## src/rtl/binsearch_engine.sv

```systemverilog
// Binary search over an external sorted synchronous RAM.
// Exact match with early exit, or lower bound (first word >= key).
module binsearch_engine #(
    parameter int DATA_W  = 8,
    parameter int ADDR_W  = 5,
    parameter int MEM_LAT = 1,
    parameter int CNT_W   = 8
) (
    input  logic              clk,
    input  logic              reset,
    input  logic              start,
    input  logic [DATA_W-1:0] key,
    input  logic              mode,
    output logic [ADDR_W-1:0] mem_addr,
    output logic              mem_rd_en,
    input  logic [DATA_W-1:0] mem_rdata,
    output logic              busy,
    output logic              done,
    output logic [ADDR_W:0]   loc,
    output logic              found,
    output logic [ADDR_W:0]   probes,
    output logic [CNT_W-1:0]  cycles
);

    localparam logic [2:0] S_IDLE  = 3'd0;
    localparam logic [2:0] S_ISSUE = 3'd1;
    localparam logic [2:0] S_WAIT  = 3'd2;
    localparam logic [2:0] S_CMP   = 3'd3;
    localparam logic [2:0] S_DONE  = 3'd4;

    localparam int WCW = (MEM_LAT > 2) ? $clog2(MEM_LAT - 1) : 1;
    localparam logic [WCW-1:0] WAIT_LAST =
        WCW'((MEM_LAT > 1) ? MEM_LAT - 2 : 0);
    localparam logic [WCW-1:0] WAIT_ONE = WCW'(1);
    localparam logic [ADDR_W:0] DEPTH_V = {1'b1, {ADDR_W{1'b0}}};
    localparam logic [ADDR_W:0] ONE_A = (ADDR_W+1)'(1);

    logic [2:0]        state_q, state_d;
    logic [ADDR_W:0]   lo_q, lo_d;
    logic [ADDR_W:0]   hi_q, hi_d;
    logic [DATA_W-1:0] key_q, key_d;
    logic              mode_q, mode_d;
    logic              eq_q, eq_d;
    logic [ADDR_W:0]   prb_q, prb_d;
    logic [CNT_W-1:0]  cnt_q, cnt_d;
    logic [WCW-1:0]    wcnt_q, wcnt_d;
    logic [ADDR_W-1:0] addr_q, addr_d;
    logic [ADDR_W:0]   loc_q, loc_d;
    logic              found_q, found_d;
    logic [ADDR_W:0]   probes_q, probes_d;
    logic [CNT_W-1:0]  cycles_q, cycles_d;
    logic              done_q, done_d;

    logic [ADDR_W-1:0] mid;
    logic [ADDR_W:0]   mid_up;
    logic [ADDR_W:0]   lo_n;
    logic [ADDR_W:0]   hi_n;
    logic              eq_n;
    logic              lt;
    logic              hit;
    logic              xhit;
    logic              fin;

    function automatic logic [CNT_W-1:0] sat_inc(
        input logic [CNT_W-1:0] v
    );
        return (&v) ? v : v + CNT_W'(1);
    endfunction

    // lo < hi keeps the midpoint inside the RAM
    assign mid    = ADDR_W'(({1'b0, lo_q} + {1'b0, hi_q}) >> 1);
    assign mid_up = {1'b0, mid} + ONE_A;

    assign lt   = mem_rdata < key_q;
    assign hit  = mem_rdata == key_q;
    assign xhit = !mode_q && hit;
    assign lo_n = lt ? mid_up : lo_q;
    assign hi_n = lt ? hi_q : {1'b0, mid};
    assign eq_n = lt ? eq_q : hit;
    assign fin  = xhit || !(lo_n < hi_n);

    always_comb begin
        state_d  = state_q;
        lo_d     = lo_q;
        hi_d     = hi_q;
        key_d    = key_q;
        mode_d   = mode_q;
        eq_d     = eq_q;
        prb_d    = prb_q;
        cnt_d    = cnt_q;
        wcnt_d   = wcnt_q;
        addr_d   = addr_q;
        loc_d    = loc_q;
        found_d  = found_q;
        probes_d = probes_q;
        cycles_d = cycles_q;
        done_d   = 1'b0;

        unique case (state_q)
            S_IDLE: begin
                if (start) begin
                    key_d   = key;
                    mode_d  = mode;
                    lo_d    = '0;
                    hi_d    = DEPTH_V;
                    eq_d    = 1'b0;
                    prb_d   = '0;
                    cnt_d   = '0;
                    state_d = S_ISSUE;
                end
            end
            S_ISSUE: begin
                addr_d  = mid;
                prb_d   = prb_q + ONE_A;
                cnt_d   = sat_inc(cnt_q);
                wcnt_d  = '0;
                state_d = (MEM_LAT == 1) ? S_CMP : S_WAIT;
            end
            S_WAIT: begin
                cnt_d = sat_inc(cnt_q);
                if (wcnt_q == WAIT_LAST) begin
                    state_d = S_CMP;
                end else begin
                    wcnt_d = wcnt_q + WAIT_ONE;
                end
            end
            S_CMP: begin
                cnt_d = sat_inc(cnt_q);
                lo_d  = lo_n;
                hi_d  = hi_n;
                eq_d  = eq_n;
                if (fin) begin
                    // counts this compare cycle plus the DONE cycle
                    state_d  = S_DONE;
                    done_d   = 1'b1;
                    probes_d = prb_q;
                    cycles_d = sat_inc(sat_inc(cnt_q));
                    if (xhit) begin
                        loc_d   = {1'b0, mid};
                        found_d = 1'b1;
                    end else begin
                        loc_d   = mode_q ? lo_n : '0;
                        found_d = mode_q && eq_n;
                    end
                end else begin
                    state_d = S_ISSUE;
                end
            end
            S_DONE: begin
                state_d = S_IDLE;
            end
            default: begin
                state_d = S_IDLE;
            end
        endcase
    end

    always_ff @(posedge clk) begin
        if (reset) begin
            state_q  <= S_IDLE;
            lo_q     <= '0;
            hi_q     <= '0;
            key_q    <= '0;
            mode_q   <= 1'b0;
            eq_q     <= 1'b0;
            prb_q    <= '0;
            cnt_q    <= '0;
            wcnt_q   <= '0;
            addr_q   <= '0;
            loc_q    <= '0;
            found_q  <= 1'b0;
            probes_q <= '0;
            cycles_q <= '0;
            done_q   <= 1'b0;
        end else begin
            state_q  <= state_d;
            lo_q     <= lo_d;
            hi_q     <= hi_d;
            key_q    <= key_d;
            mode_q   <= mode_d;
            eq_q     <= eq_d;
            prb_q    <= prb_d;
            cnt_q    <= cnt_d;
            wcnt_q   <= wcnt_d;
            addr_q   <= addr_d;
            loc_q    <= loc_d;
            found_q  <= found_d;
            probes_q <= probes_d;
            cycles_q <= cycles_d;
            done_q   <= done_d;
        end
    end

    assign busy      = state_q != S_IDLE;
    assign done      = done_q;
    assign mem_rd_en = state_q == S_ISSUE;
    assign mem_addr  = mem_rd_en ? mid : addr_q;
    assign loc       = loc_q;
    assign found     = found_q;
    assign probes    = probes_q;
    assign cycles    = cycles_q;

endmodule

```

## config.mk

```make
export PLATFORM = sky130hd
export DESIGN_NAME = binsearch_engine
export DESIGN_NICKNAME = d
export VERILOG_FILES = /design/src/rtl/binsearch_engine.sv
export SDC_FILE = /design/constraint.sdc
export NUM_CORES = 1
export LEC_CHECK = 0
export ABC_AREA = 1
export CAP_MARGIN = 30
export CELL_PAD_IN_SITES_DETAIL_PLACEMENT = 1
export CELL_PAD_IN_SITES_GLOBAL_PLACEMENT = 2
export CORE_ASPECT_RATIO = 0.75
export CORE_MARGIN = 2
export CORE_UTILIZATION = 33
export DETAILED_ROUTE_END_ITERATION = 12
export HOLD_SLACK_MARGIN = 0.05
export PLACE_DENSITY = 0.95
export SLEW_MARGIN = 20
export SYNTH_ARGS = -nofsm -noshare
export SYNTH_HDL_FRONTEND = slang
export SYNTH_SLANG_ARGS = --single-unit
```

## constraint.sdc

```tcl
create_clock -name clk -period 5.8 [get_ports clk]
set_clock_uncertainty 0.1 [all_clocks]
set_input_delay 0.87 -clock clk [delete_from_list [all_inputs] [get_ports clk]]
set_output_delay 0.87 -clock clk [all_outputs]
set_load 0.01 [all_outputs]
```

==> metrics.txt <==
worst hold-check path type reg2reg; Fillers 1,392; Synth Cell Area 3660 µm²; Post-Synth XOR/XNOR Area 2.63%; CP top delay family simple AND/OR/NAND/NOR gates; first-pass GRT wire length 18,200 µm; gr busiest metal met2; Max Slew Vio Count 0; Die ar. 12,000 µm²; fmax 232 MHz; Tmin final 4.30 ns; largest cells by area after synthesis dfxtp_1 (36%), nand2_1 (15%), a21oi_1 (8.6%); pin count of the biggest net entering global routing 42; TNS Setup 0 ns; met2 Use GR 32.9%; syn nets 568; iteration count of the initial detailed-routing pass 4; Clock transition at path regs 0.06 ns; final hold violation count 0; die height 95.2 µm; CTS root buf clkbuf_16; post-route cell area 4600 µm²; Critical-path top delay cell clkdlybuf4s50_1; peak supply drop 0.000205 V; critical path startpoint mem_rdata[7]; largest family of logic cells by synthesized area simple AND/OR/NAND/NOR gates; Synth Instances 525; critical path type in2reg; WL final 11,100 µm; final antenna-violating net count 0; Die X 126 µm; CTS H-Tree Depth 3; CP max FO 24; Worst Path Buf+Inv 3; DP Wirelength 8100 µm; Worst R2R Path Depth 19; Worst setup EP type flop; share of cells above drive strength 1 9.22%; Post-Synth Adder-Cell Area 8.07%; Final Power 1.51 mW; Worst Max-Slew Pin Slew 0.775 ns; placed cell area 4270 µm²; CTS tree done; Core ar. 10,900 µm²; leak pwr 1.94 nW; post-synthesis mux area share 0%; Max-Slew Margin vs Limit 48.1%; CP most frequent cell nand2_1; initial antenna violation count 0; Async S/R FF share, synth 0%; Worst EP required 5.91 ns; top-area cell type share of the netlist area 36.1%; Starting Density 33.7%; Max-Cap Viols 0; Num Clock Sinks 66; Yosys cell types 42; status finished clean; EDFF count, synth 0; Worst setup SP type primary input; Worst path depth 17; TritonCTS buffer count 9; start point of the worst hold path key_q[1]; IO buf count 48; YS warnings 0; post-CTS sizing 0; GR Util All Layers 19.6%; WL/cell 15.5 µm; Initial DRC Count 157; worst r2r dst probes[4]; Final nets 613; Avg Inst Size Synth 6.97 µm²; pwr dens 329 nW/µm²; Clock Path Buffers 2; # IOs 49; Congestion Overflow GR 0; Slowest Stage Delay on Critical Path 0.41 ns; clock latency at the later pin of the worst-skew pair 0.35 ns; global placement routability congestion 0.816; r2r setup slk 2.03 ns; # DRC 0; post-synth top area cell dfxtp_1; Final setup violation count 0; Worst EP arrival 4.42 ns; Via Count 3,598; CTS Hold Bufs 0; Synth Area in Simple Gates 30.4%; crit-path cells clkdlybuf4s50_1 -> ha_1 -> nand2_1 -> nor2_1 -> nand2_1 -> nand2_2 -> inv_1 -> or2_2 -> a21boi_1 -> ha_1 -> nand2_1 -> o211ai_1 -> inv_1 -> nand2_2 -> nand2_2 -> nand2_1 -> a21oi_1; met3 usage 5.89%; Synth Flop Type dfxtp_1; RR Startpoint hi_q[0]; crit path capture probes[4]; Area Growth Syn to Fin 25.7%; vias in the first global route 3,753; compound-cell area share of the yosys netlist 15.0%; # rows 33; Via density 5.03; ANT cells 0; RSZ-0062 raised after global routing no; Post-CTS Setup Inserts 0; share of the cycle needed by the critical path after routing 74.2%; register area share after synthesis 36.1%; Yosys reg bits 66; GRT met1 Usage 24.8%
-- where the power goes --
group          switching (mW)  internal (mW)  leakage [nW]
sequential             0.0254          0.487         0.535
clock                   0.216          0.377         0.145
combinational           0.268          0.141          1.26
-- stage by stage --
| stage | setup WS, ns | util (%) | instances | hold slack (ns) |
|---|---|---|---|---|
| final | 1.50 | 42.4 | 715 | 0.365 |
| after global routing | 1.23 | 42.4 | 715 | 0.391 |
| after CTS | 1.50 | 42.2 | 714 | 0.370 |
| after detailed placement | 1.14 | 39.3 | 698 | 0.361 |
| after global placement | 1.35 | 39.3 | 698 | 0.345 |
| after floorplan | 2.47 | - | 525 | 0.333 |
-- how the worst min path moves through the flow --
stage | slack (ns) | endpoint | depth (start not counted)
after floorplan | 0.33 | key_q[1] | 2
after global placement | 0.34 | key_q[1] | 2
after detailed placement | 0.36 | key_q[1] | 2
after CTS | 0.37 | key_q[4] | 2
after global routing | 0.39 | key_q[1] | 2
final | 0.36 | key_q[1] | 2
-- layer usage --
metal  vias up  routed length (µm)
li1       1806                   -
met2        58                5050
met4         0                  83
met3         7                 481
met1      1727                5460
met5         -                   0
-- synthesized netlist by cell type, drive strengths merged, types with 2 or more instances --
master and instances:
inv 52, nor2 39, a211oi 2, o21ai 27, o22ai 2, xnor2 3, ha 22, nand4 5
and2 4, buf 7, nand2 154, nand3 37, clkinv 2, a21oi 63, dfxtp 66, clkbuf 11
or2 9, xor2 8
-- cell usage in the layout, fill, tap and decap left out, drive strengths merged, types with 2 or more instances in the layout --
cell type and instances:
clkbuf 10, bufinv 2, o22ai 2, xnor2 3, xor2 8, dfxtp 66
ha 22, nor2 39, clkdlybuf4s50 48, buf 4, a211oi 2, nand3 37
or2 9, nand2 154, clkinv 3, clkinvlp 3, nand4 5, inv 52
and2 4, a21oi 63, o21ai 27
-- sequential cells by signal, summed over array words and instances (netlist names) --
| name | flops |
|---|---|
| lo_q | 6 |
| key_q | 8 |
| mode_q | 1 |
| state_q | 3 |
| loc | 6 |
| done | 1 |
| eq_q | 1 |
| cycles | 8 |
| probes | 6 |
| hi_q | 6 |
| found | 1 |
| addr_q | 5 |
| cnt_q | 8 |
| prb_q | 6 |
-- tightest hold or removal path, delay by kind of cell (launching register included) --
family	cells	cell delay [ns]
buffers and inverters	1	0.06
AO/OA/AOI/OAI	1	0.06
flip-flops	1	0.29
-- logic make-up (layout without fill, tap and decap cells) --
group / count (synthesis) / in the layout
xor gates and xnor gates: 11 / 11
DFF: 66 / 66
adders and majority gates: 23 / 23
and+or+nand+nor: 251 / 251
buffers and inverters: 72 / 122
AOI/OAI and AO/OA: 102 / 102
-- final cells by class --
cell class	instances	area, µm²	area share (%)
Clock buffer	10	229	4.98
Clock inverter	6	91.3	1.98
Inverter	54	204	4.43
Multi-Input combinational cell	387	2060	44.8
Sequential cell	66	1320	28.7
Tap cell	140	175	3.81
Timing Repair Buffer	52	518	11.3
Note: power is estimated with default switching activity, not from simulation.
